==> src/rtl/mips_defs.sv <==
// Shared encodings for the multicycle MIPS controller: opcodes, funct codes, ALU codes,
// FSM state encoding and the per-state control word.
package mips_defs;

  localparam logic [5:0] OpRtype = 6'b000000;
  localparam logic [5:0] OpLb    = 6'b100000;
  localparam logic [5:0] OpSb    = 6'b101000;
  localparam logic [5:0] OpBeq   = 6'b000100;
  localparam logic [5:0] OpJ     = 6'b000010;
  localparam logic [5:0] OpAddi  = 6'b001000;

  localparam logic [5:0] FunctAdd = 6'b100000;
  localparam logic [5:0] FunctSub = 6'b100010;
  localparam logic [5:0] FunctAnd = 6'b100100;
  localparam logic [5:0] FunctOr  = 6'b100101;
  localparam logic [5:0] FunctSlt = 6'b101010;

  localparam logic [1:0] AluOpAdd   = 2'b00;
  localparam logic [1:0] AluOpSub   = 2'b01;
  localparam logic [1:0] AluOpFunct = 2'b10;

  localparam logic [2:0] AluAdd = 3'b010;
  localparam logic [2:0] AluSub = 3'b110;
  localparam logic [2:0] AluAnd = 3'b000;
  localparam logic [2:0] AluOr  = 3'b001;
  localparam logic [2:0] AluSlt = 3'b111;

  typedef enum logic [3:0] {
    StFetch1  = 4'd0,
    StFetch2  = 4'd1,
    StFetch3  = 4'd2,
    StFetch4  = 4'd3,
    StDecode  = 4'd4,
    StMemAdr  = 4'd5,
    StLbRd    = 4'd6,
    StLbWr    = 4'd7,
    StSbWr    = 4'd8,
    StRtypeEx = 4'd9,
    StRtypeWr = 4'd10,
    StBeqEx   = 4'd11,
    StJEx     = 4'd12,
    StAddiEx  = 4'd13,
    StAddiWr  = 4'd14
  } state_e;

  typedef struct packed {
    logic       memread;
    logic       memwrite;
    logic       pcwrite;
    logic       pcwritecond;
    logic       iord;
    logic [3:0] irwrite;
    logic       regdst;
    logic       memtoreg;
    logic       regwrite;
    logic       alusrca;
    logic [1:0] alusrcb;
    logic [1:0] aluop;
    logic [1:0] pcsource;
  } ctrl_t;

  // Moore control word for each state; anything not set stays 0 (aluop 00 = add).
  function automatic ctrl_t state_ctrl(state_e s);
    ctrl_t c;
    c = '0;
    case (s)
      StFetch1, StFetch2, StFetch3, StFetch4: begin
        c.memread = 1'b1;
        c.alusrcb = 2'b01;
        c.pcwrite = 1'b1;
        c.aluop   = AluOpAdd;
        case (s)
          StFetch1: c.irwrite = 4'b0001;
          StFetch2: c.irwrite = 4'b0010;
          StFetch3: c.irwrite = 4'b0100;
          default:  c.irwrite = 4'b1000;
        endcase
      end
      StDecode: c.alusrcb = 2'b11;
      StMemAdr: begin
        c.alusrca = 1'b1;
        c.alusrcb = 2'b10;
      end
      StLbRd: begin
        c.memread = 1'b1;
        c.iord    = 1'b1;
      end
      StLbWr: begin
        c.regwrite = 1'b1;
        c.memtoreg = 1'b1;
      end
      StSbWr: begin
        c.memwrite = 1'b1;
        c.iord     = 1'b1;
      end
      StRtypeEx: begin
        c.alusrca = 1'b1;
        c.aluop   = AluOpFunct;
      end
      StRtypeWr: begin
        c.regwrite = 1'b1;
        c.regdst   = 1'b1;
      end
      StBeqEx: begin
        c.alusrca     = 1'b1;
        c.aluop       = AluOpSub;
        c.pcwritecond = 1'b1;
        c.pcsource    = 2'b01;
      end
      StJEx: begin
        c.pcwrite  = 1'b1;
        c.pcsource = 2'b10;
      end
      StAddiEx: begin
        c.alusrca = 1'b1;
        c.alusrcb = 2'b10;
      end
      StAddiWr: c.regwrite = 1'b1;
      default: ;
    endcase
    return c;
  endfunction

endpackage

==> src/rtl/mips_controller_if.sv <==
// Controller <-> datapath signal bundle. master = controller, slave = datapath.
interface mips_controller_if;
  logic [5:0] op;
  logic [5:0] funct;
  logic       zero;
  logic       memread;
  logic       memwrite;
  logic       pcen;
  logic       iord;
  logic [3:0] irwrite;
  logic       regdst;
  logic       memtoreg;
  logic       regwrite;
  logic       alusrca;
  logic [1:0] alusrcb;
  logic [2:0] alucont;
  logic [1:0] pcsource;
  logic [3:0] state;

  modport master (
    input  op, funct, zero,
    output memread, memwrite, pcen, iord, irwrite, regdst, memtoreg, regwrite,
    output alusrca, alusrcb, alucont, pcsource, state
  );

  modport slave (
    output op, funct, zero,
    input  memread, memwrite, pcen, iord, irwrite, regdst, memtoreg, regwrite,
    input  alusrca, alusrcb, alucont, pcsource, state
  );
endinterface

==> src/rtl/alu_control.sv <==
// Combinational ALU control decode: aluop selects add/sub directly or defers to funct.
module alu_control
  import mips_defs::*;
(
  input  logic [1:0] i_aluop,
  input  logic [5:0] i_funct,
  output logic [2:0] o_alucont
);

  always_comb begin
    o_alucont = AluAdd;
    case (i_aluop)
      AluOpAdd: o_alucont = AluAdd;
      AluOpSub: o_alucont = AluSub;
      AluOpFunct: begin
        case (i_funct)
          FunctAdd: o_alucont = AluAdd;
          FunctSub: o_alucont = AluSub;
          FunctAnd: o_alucont = AluAnd;
          FunctOr:  o_alucont = AluOr;
          FunctSlt: o_alucont = AluSlt;
          default:  o_alucont = AluAdd;
        endcase
      end
      default: o_alucont = AluAdd;
    endcase
  end

endmodule

==> src/rtl/mips_controller.sv <==
// Multicycle control FSM for the 8-bit MIPS core: 4-byte fetch, decode, then per-opcode
// execute/writeback. Control word is registered alongside the state.
module mips_controller
  import mips_defs::*;
(
  input  logic               clk,
  input  logic               reset,
  mips_controller_if.master  bus
);

  state_e     r_state;
  state_e     w_state_next;
  ctrl_t      r_ctrl;
  logic [2:0] w_alucont;

  always_comb begin
    w_state_next = StFetch1;
    case (r_state)
      StFetch1: w_state_next = StFetch2;
      StFetch2: w_state_next = StFetch3;
      StFetch3: w_state_next = StFetch4;
      StFetch4: w_state_next = StDecode;
      StDecode: begin
        case (bus.op)
          OpLb, OpSb: w_state_next = StMemAdr;
          OpRtype:    w_state_next = StRtypeEx;
          OpBeq:      w_state_next = StBeqEx;
          OpJ:        w_state_next = StJEx;
          OpAddi:     w_state_next = StAddiEx;
          default:    w_state_next = StFetch1;
        endcase
      end
      StMemAdr:  w_state_next = (bus.op == OpSb) ? StSbWr : StLbRd;
      StLbRd:    w_state_next = StLbWr;
      StRtypeEx: w_state_next = StRtypeWr;
      StAddiEx:  w_state_next = StAddiWr;
      default:   w_state_next = StFetch1;
    endcase
  end

  // Control word tracks the state it belongs to, so outputs stay pure Moore but glitch-free.
  always_ff @(posedge clk) begin
    if (reset) begin
      r_state <= StFetch1;
      r_ctrl  <= state_ctrl(StFetch1);
    end else begin
      r_state <= w_state_next;
      r_ctrl  <= state_ctrl(w_state_next);
    end
  end

  alu_control u_alu_control (
    .i_aluop   (r_ctrl.aluop),
    .i_funct   (bus.funct),
    .o_alucont (w_alucont)
  );

  // Reset masks every architectural side effect within the same cycle it is asserted.
  assign bus.pcen     = ~reset & (r_ctrl.pcwrite | (r_ctrl.pcwritecond & bus.zero));
  assign bus.memread  = ~reset & r_ctrl.memread;
  assign bus.memwrite = ~reset & r_ctrl.memwrite;
  assign bus.regwrite = ~reset & r_ctrl.regwrite;
  assign bus.irwrite  = reset ? 4'b0000 : r_ctrl.irwrite;
  assign bus.iord     = r_ctrl.iord;
  assign bus.regdst   = r_ctrl.regdst;
  assign bus.memtoreg = r_ctrl.memtoreg;
  assign bus.alusrca  = r_ctrl.alusrca;
  assign bus.alusrcb  = r_ctrl.alusrcb;
  assign bus.pcsource = r_ctrl.pcsource;
  assign bus.alucont  = w_alucont;
  assign bus.state    = r_state;

endmodule

==> src/flat_wrapper.sv <==
// flat-port wrapper written by rule: the top's interface ports become plain ports
module mips_controller_flat import mips_defs::*;
  (clk, reset, bus_op, bus_funct, bus_zero, bus_memread, bus_memwrite, bus_pcen, bus_iord, bus_irwrite, bus_regdst, bus_memtoreg, bus_regwrite, bus_alusrca, bus_alusrcb, bus_alucont, bus_pcsource, bus_state);
  mips_controller_if bus_i ();
  input  logic clk;
  input  logic reset;
  input wire logic [$bits(bus_i.op)-1:0] bus_op;
  input wire logic [$bits(bus_i.funct)-1:0] bus_funct;
  input wire logic [$bits(bus_i.zero)-1:0] bus_zero;
  output wire logic [$bits(bus_i.memread)-1:0] bus_memread;
  output wire logic [$bits(bus_i.memwrite)-1:0] bus_memwrite;
  output wire logic [$bits(bus_i.pcen)-1:0] bus_pcen;
  output wire logic [$bits(bus_i.iord)-1:0] bus_iord;
  output wire logic [$bits(bus_i.irwrite)-1:0] bus_irwrite;
  output wire logic [$bits(bus_i.regdst)-1:0] bus_regdst;
  output wire logic [$bits(bus_i.memtoreg)-1:0] bus_memtoreg;
  output wire logic [$bits(bus_i.regwrite)-1:0] bus_regwrite;
  output wire logic [$bits(bus_i.alusrca)-1:0] bus_alusrca;
  output wire logic [$bits(bus_i.alusrcb)-1:0] bus_alusrcb;
  output wire logic [$bits(bus_i.alucont)-1:0] bus_alucont;
  output wire logic [$bits(bus_i.pcsource)-1:0] bus_pcsource;
  output wire logic [$bits(bus_i.state)-1:0] bus_state;
  assign bus_i.op = bus_op;
  assign bus_i.funct = bus_funct;
  assign bus_i.zero = bus_zero;
  assign bus_memread = bus_i.memread;
  assign bus_memwrite = bus_i.memwrite;
  assign bus_pcen = bus_i.pcen;
  assign bus_iord = bus_i.iord;
  assign bus_irwrite = bus_i.irwrite;
  assign bus_regdst = bus_i.regdst;
  assign bus_memtoreg = bus_i.memtoreg;
  assign bus_regwrite = bus_i.regwrite;
  assign bus_alusrca = bus_i.alusrca;
  assign bus_alusrcb = bus_i.alusrcb;
  assign bus_alucont = bus_i.alucont;
  assign bus_pcsource = bus_i.pcsource;
  assign bus_state = bus_i.state;
  mips_controller u_core (.clk(clk), .reset(reset), .bus(bus_i));
endmodule
==> config.mk <==
export PLATFORM = sky130hd
export DESIGN_NAME = mips_controller_flat
export DESIGN_NICKNAME = d
export VERILOG_FILES = /design/src/rtl/mips_defs.sv /design/src/rtl/mips_controller_if.sv /design/src/rtl/alu_control.sv /design/src/rtl/mips_controller.sv /design/src/flat_wrapper.sv
export SDC_FILE = /design/constraint.sdc
export NUM_CORES = 1
export LEC_CHECK = 0
export BUFFER_PORTS_ARGS = -buffer_cell sky130_fd_sc_hd__buf_4
export CELL_PAD_IN_SITES_DETAIL_PLACEMENT = 1
export CELL_PAD_IN_SITES_GLOBAL_PLACEMENT = 1
export CORE_AREA = 2 2 52 66
export CTS_CLUSTER_SIZE = 24
export DETAILED_ROUTE_END_ITERATION = 10
export DIE_AREA = 0 0 54 68
export PLACE_DENSITY_LB_ADDON = 0.1
export SLEW_MARGIN = 30
export SYNTH_ARGS = -nofsm -noshare
export SYNTH_HDL_FRONTEND = slang
export SYNTH_HIERARCHICAL = 1
export SYNTH_SLANG_ARGS = --single-unit
==> constraint.sdc <==
create_clock -name clk -period 5.72 [get_ports clk]
set_clock_uncertainty 0.2 [all_clocks]
set_input_delay 0.858 -clock clk [delete_from_list [all_inputs] [get_ports clk]]
set_output_delay 0.858 -clock clk [all_outputs]
set_load 0.1 [all_outputs]
==> qor.yml <==
placed_design:
  place_congestion: 0.787
  io_buffers: 37
  post-dp-hpwl_mm: 2.23
  pre_cts_slack_ns: 2.67
route:
  dr.pass1.iters: 4
  drtIter0Drc: 10
  antenna_left: 0
  wire_per_inst_um: 14.7
  wl_mm: 2.81
  drc: 0
  viasPerCell: 5.24
  vias: 1001
critical_path:
  cp-start-kind: "input pin"
  critical-path-top-delay-family: "buffers and inverters"
  end_kind: "primary output"
  cpPeakStageDelay_ns: 0.37
  cp_max_fo: 3
  arrival_ns: 1.78
  critPathKind: "input pin to primary output"
  slowest_stage: "or3b_1"
  worst-path-buf-inv: 2
  cp_common_cell: "buf_4"
  cp.required_ns: 4.66
  crit_chain: "buf_4, or3b_1, o22ai_1, buf_4"
sta:
  setup_tns_ns: 0
  clock.fmax_mhz: 352
  post-route-min-period_ns: 2.84
  fin_crit_sh_pct: 49.7
  finalHoldViolCount: 0
  worst-slew-pin-transition_ns: 0.726
  drv_slew: 0
  slew-limit-headroom_pct: 51.6
  worst_slack_ns: 2.88
  setup_viol: 0
  rsz0062_at_grt: "no"
clock_tree:
  clock_path_buffers: 2
  cts_root_buf: "clkbuf_8"
  cts_tree: "built"
  numCtsBuffers: 3
  postCtsResizedCells: 0
  clk_pin_slew_worst_paths_ns: 0.08
  post_cts_buffers: 0
  clock_latency_ns: 0.26
  clock-sinks: 21
  cts_hold_buf: 0
  h-tree-depth: 1
cells_and_area:
  layout-drive-gt1-share_pct: 30.5
  area_delta_synth_final_pct: 29.6
  utilization_pct: 44.6
  nets: 172
  fillers: 389
  n_antenna_cell: 0
logic_synthesis:
  ys_top_cells_by_count: "dfxtp_1, nor2_1, nor2b_1, nand2_1, inv_1"
  synthTopCellsByArea: "dfxtp_1, nor2b_1, nor2_1"
  yosysWarnings: 6
  synth_top_family_by_area: "simple AND/OR/NAND/NOR gates"
  synthAdderAreaFrac_pct: 2.34
  netlist_area_sq_um: 1070
  synth-edff-count: 0
  synth_top_area_share_pct: 39.3
  synth_compound_area_share_pct: 14.9
  synth_fp_nets: 139
  synth.most_common_cell: "dfxtp_1"
  synth.area.mux_share_pct: 0
  synth_cell_types: 42
  synthArstFlopShare_pct: 0
  synth-main-ff-cell: "dfxtp_1"
  synthCells: 122
  yosys.area.top_type: "dfxtp_1"
  syn_area_per_cell_sq_um: 8.77
  synthXorXnorAreaFrac_pct: 1.64
  ys_seq_area_share_pct: 39.3
  yosys.area_share.simple_pct: 34.5
  ys_seq_elements: 21
run_status:
  status: "complete, no violations"
die:
  rows: 23
  start_util_pct: 34.4
  die_y_um: 68
  core_sq_um: 3110
  io_pins: 38
  dieWidth_um: 54
  fp.dieArea_sq_um: 3670
grt:
  grt-ovfl-total: 0
  grt_start_max_net_pins: 19
  grt_pass1_vias: 1010
  grt_pass1_wl_mm: 4.45
  antenna_found_initial: 0
  grtUsageTotal_pct: 16.6
power:
  power_density_nw_per_um2: 244
  ir_drop_mv: 0.119
  p_leak_nw: 0.556
run:
  max_cap_viol_count: 0
worst_hold_path:
  min_path_type: "flop to flop"
## metrics by stage
step | cell area [sq um] | total power [mW] | hold slack [ns] | instances
2_1_floorplan | 1070 | 0.222 | 0.838 | 122
6_report | 1390 | 0.338 | 0.391 | 191
4_1_cts | 1390 | 0.342 | 0.402 | 191
3_3_place_gp | 1340 | 0.244 | 0.391 | 187
5_1_grt | 1390 | 0.353 | 0.450 | 191
3_5_place_dp | 1340 | 0.245 | 0.387 | 187
## power by group
part / internal, mW / switching (mW) / leakage (nW)
Sequential: 0.151 / 0.00419 / 0.171
Combinational: 0.0251 / 0.0607 / 0.363
Clock: 0.0491 / 0.0476 / 0.0217
## layout make-up
class	instances	area (sq um)	area share, %
Multi-Input combinational cell	86	571	41.2
Sequential cell	21	420	30.3
Timing Repair Buffer	37	278	20.0
Tap cell	37	46.3	3.34
Clock buffer	3	41.3	2.98
Inverter	6	22.5	1.62
Clock inverter	1	7.51	0.542
## final timing paths
path                                     startpoint                 end  slack, ns  cells past startpoint
worst max register to register  u_core/bus.state[2]     u_core/bus.iord       3.43                      5
worst max-delay path                   bus_funct[0]      bus_alucont[2]       2.88                      4
worst min register to register  u_core/bus.state[1]  u_core/bus.alusrca       0.39                      1
worst min-delay path            u_core/bus.state[1]  u_core/bus.alusrca       0.39                      1
## state kept, by name, indices dropped and copies added (netlist names)
register and count:
u_core/bus.alusrca 1, u_core/bus.alusrcb 2, u_core/bus.iord 1, u_core/bus.memtoreg 1
u_core/bus.pcsource 1, u_core/bus.regdst 1, u_core/bus.state 4, u_core/r_ctrl 10
## cell families after synthesis
logic type / count (synthesis)
AOI/OAI and AO/OA: 20
and+or+nand+nor: 62
buffers and inverters: 15
adders and majority gates: 2
xor gates and xnor gates: 2
DFF: 21
## cell usage in the layout, fill, tap and decap left out, drive strengths merged
master / instances
nand3: 4
o21ai: 3
a311oi: 1
o311a: 1
and2: 3
clkbuf: 3
o32a: 1
a31oi: 1
dfxtp: 21
a211oi: 1
nor3b: 2
xor2: 1
nand4: 1
nor4b: 2
ha: 2
nand3b: 1
xnor2: 1
o21a: 1
a41oi: 1
or3: 3
a211o: 1
or3b: 1
a21oi: 3
inv: 6
nand2b: 3
nor4: 3
o31a: 1
o22ai: 2
nor2b: 9
nor3: 5
clkinvlp: 1
a311o: 1
nand2: 7
nand4bb: 4
a21o: 1
nor2: 14
o32ai: 1
buf: 37
## metal layers
metal  track usage, %  wire (um)
met2             30.9       1530
met4             8.13         39
met3             2.18        118
met5                0          0
met1             17.7       1120
Note: power is estimated with default switching activity, not from simulation.
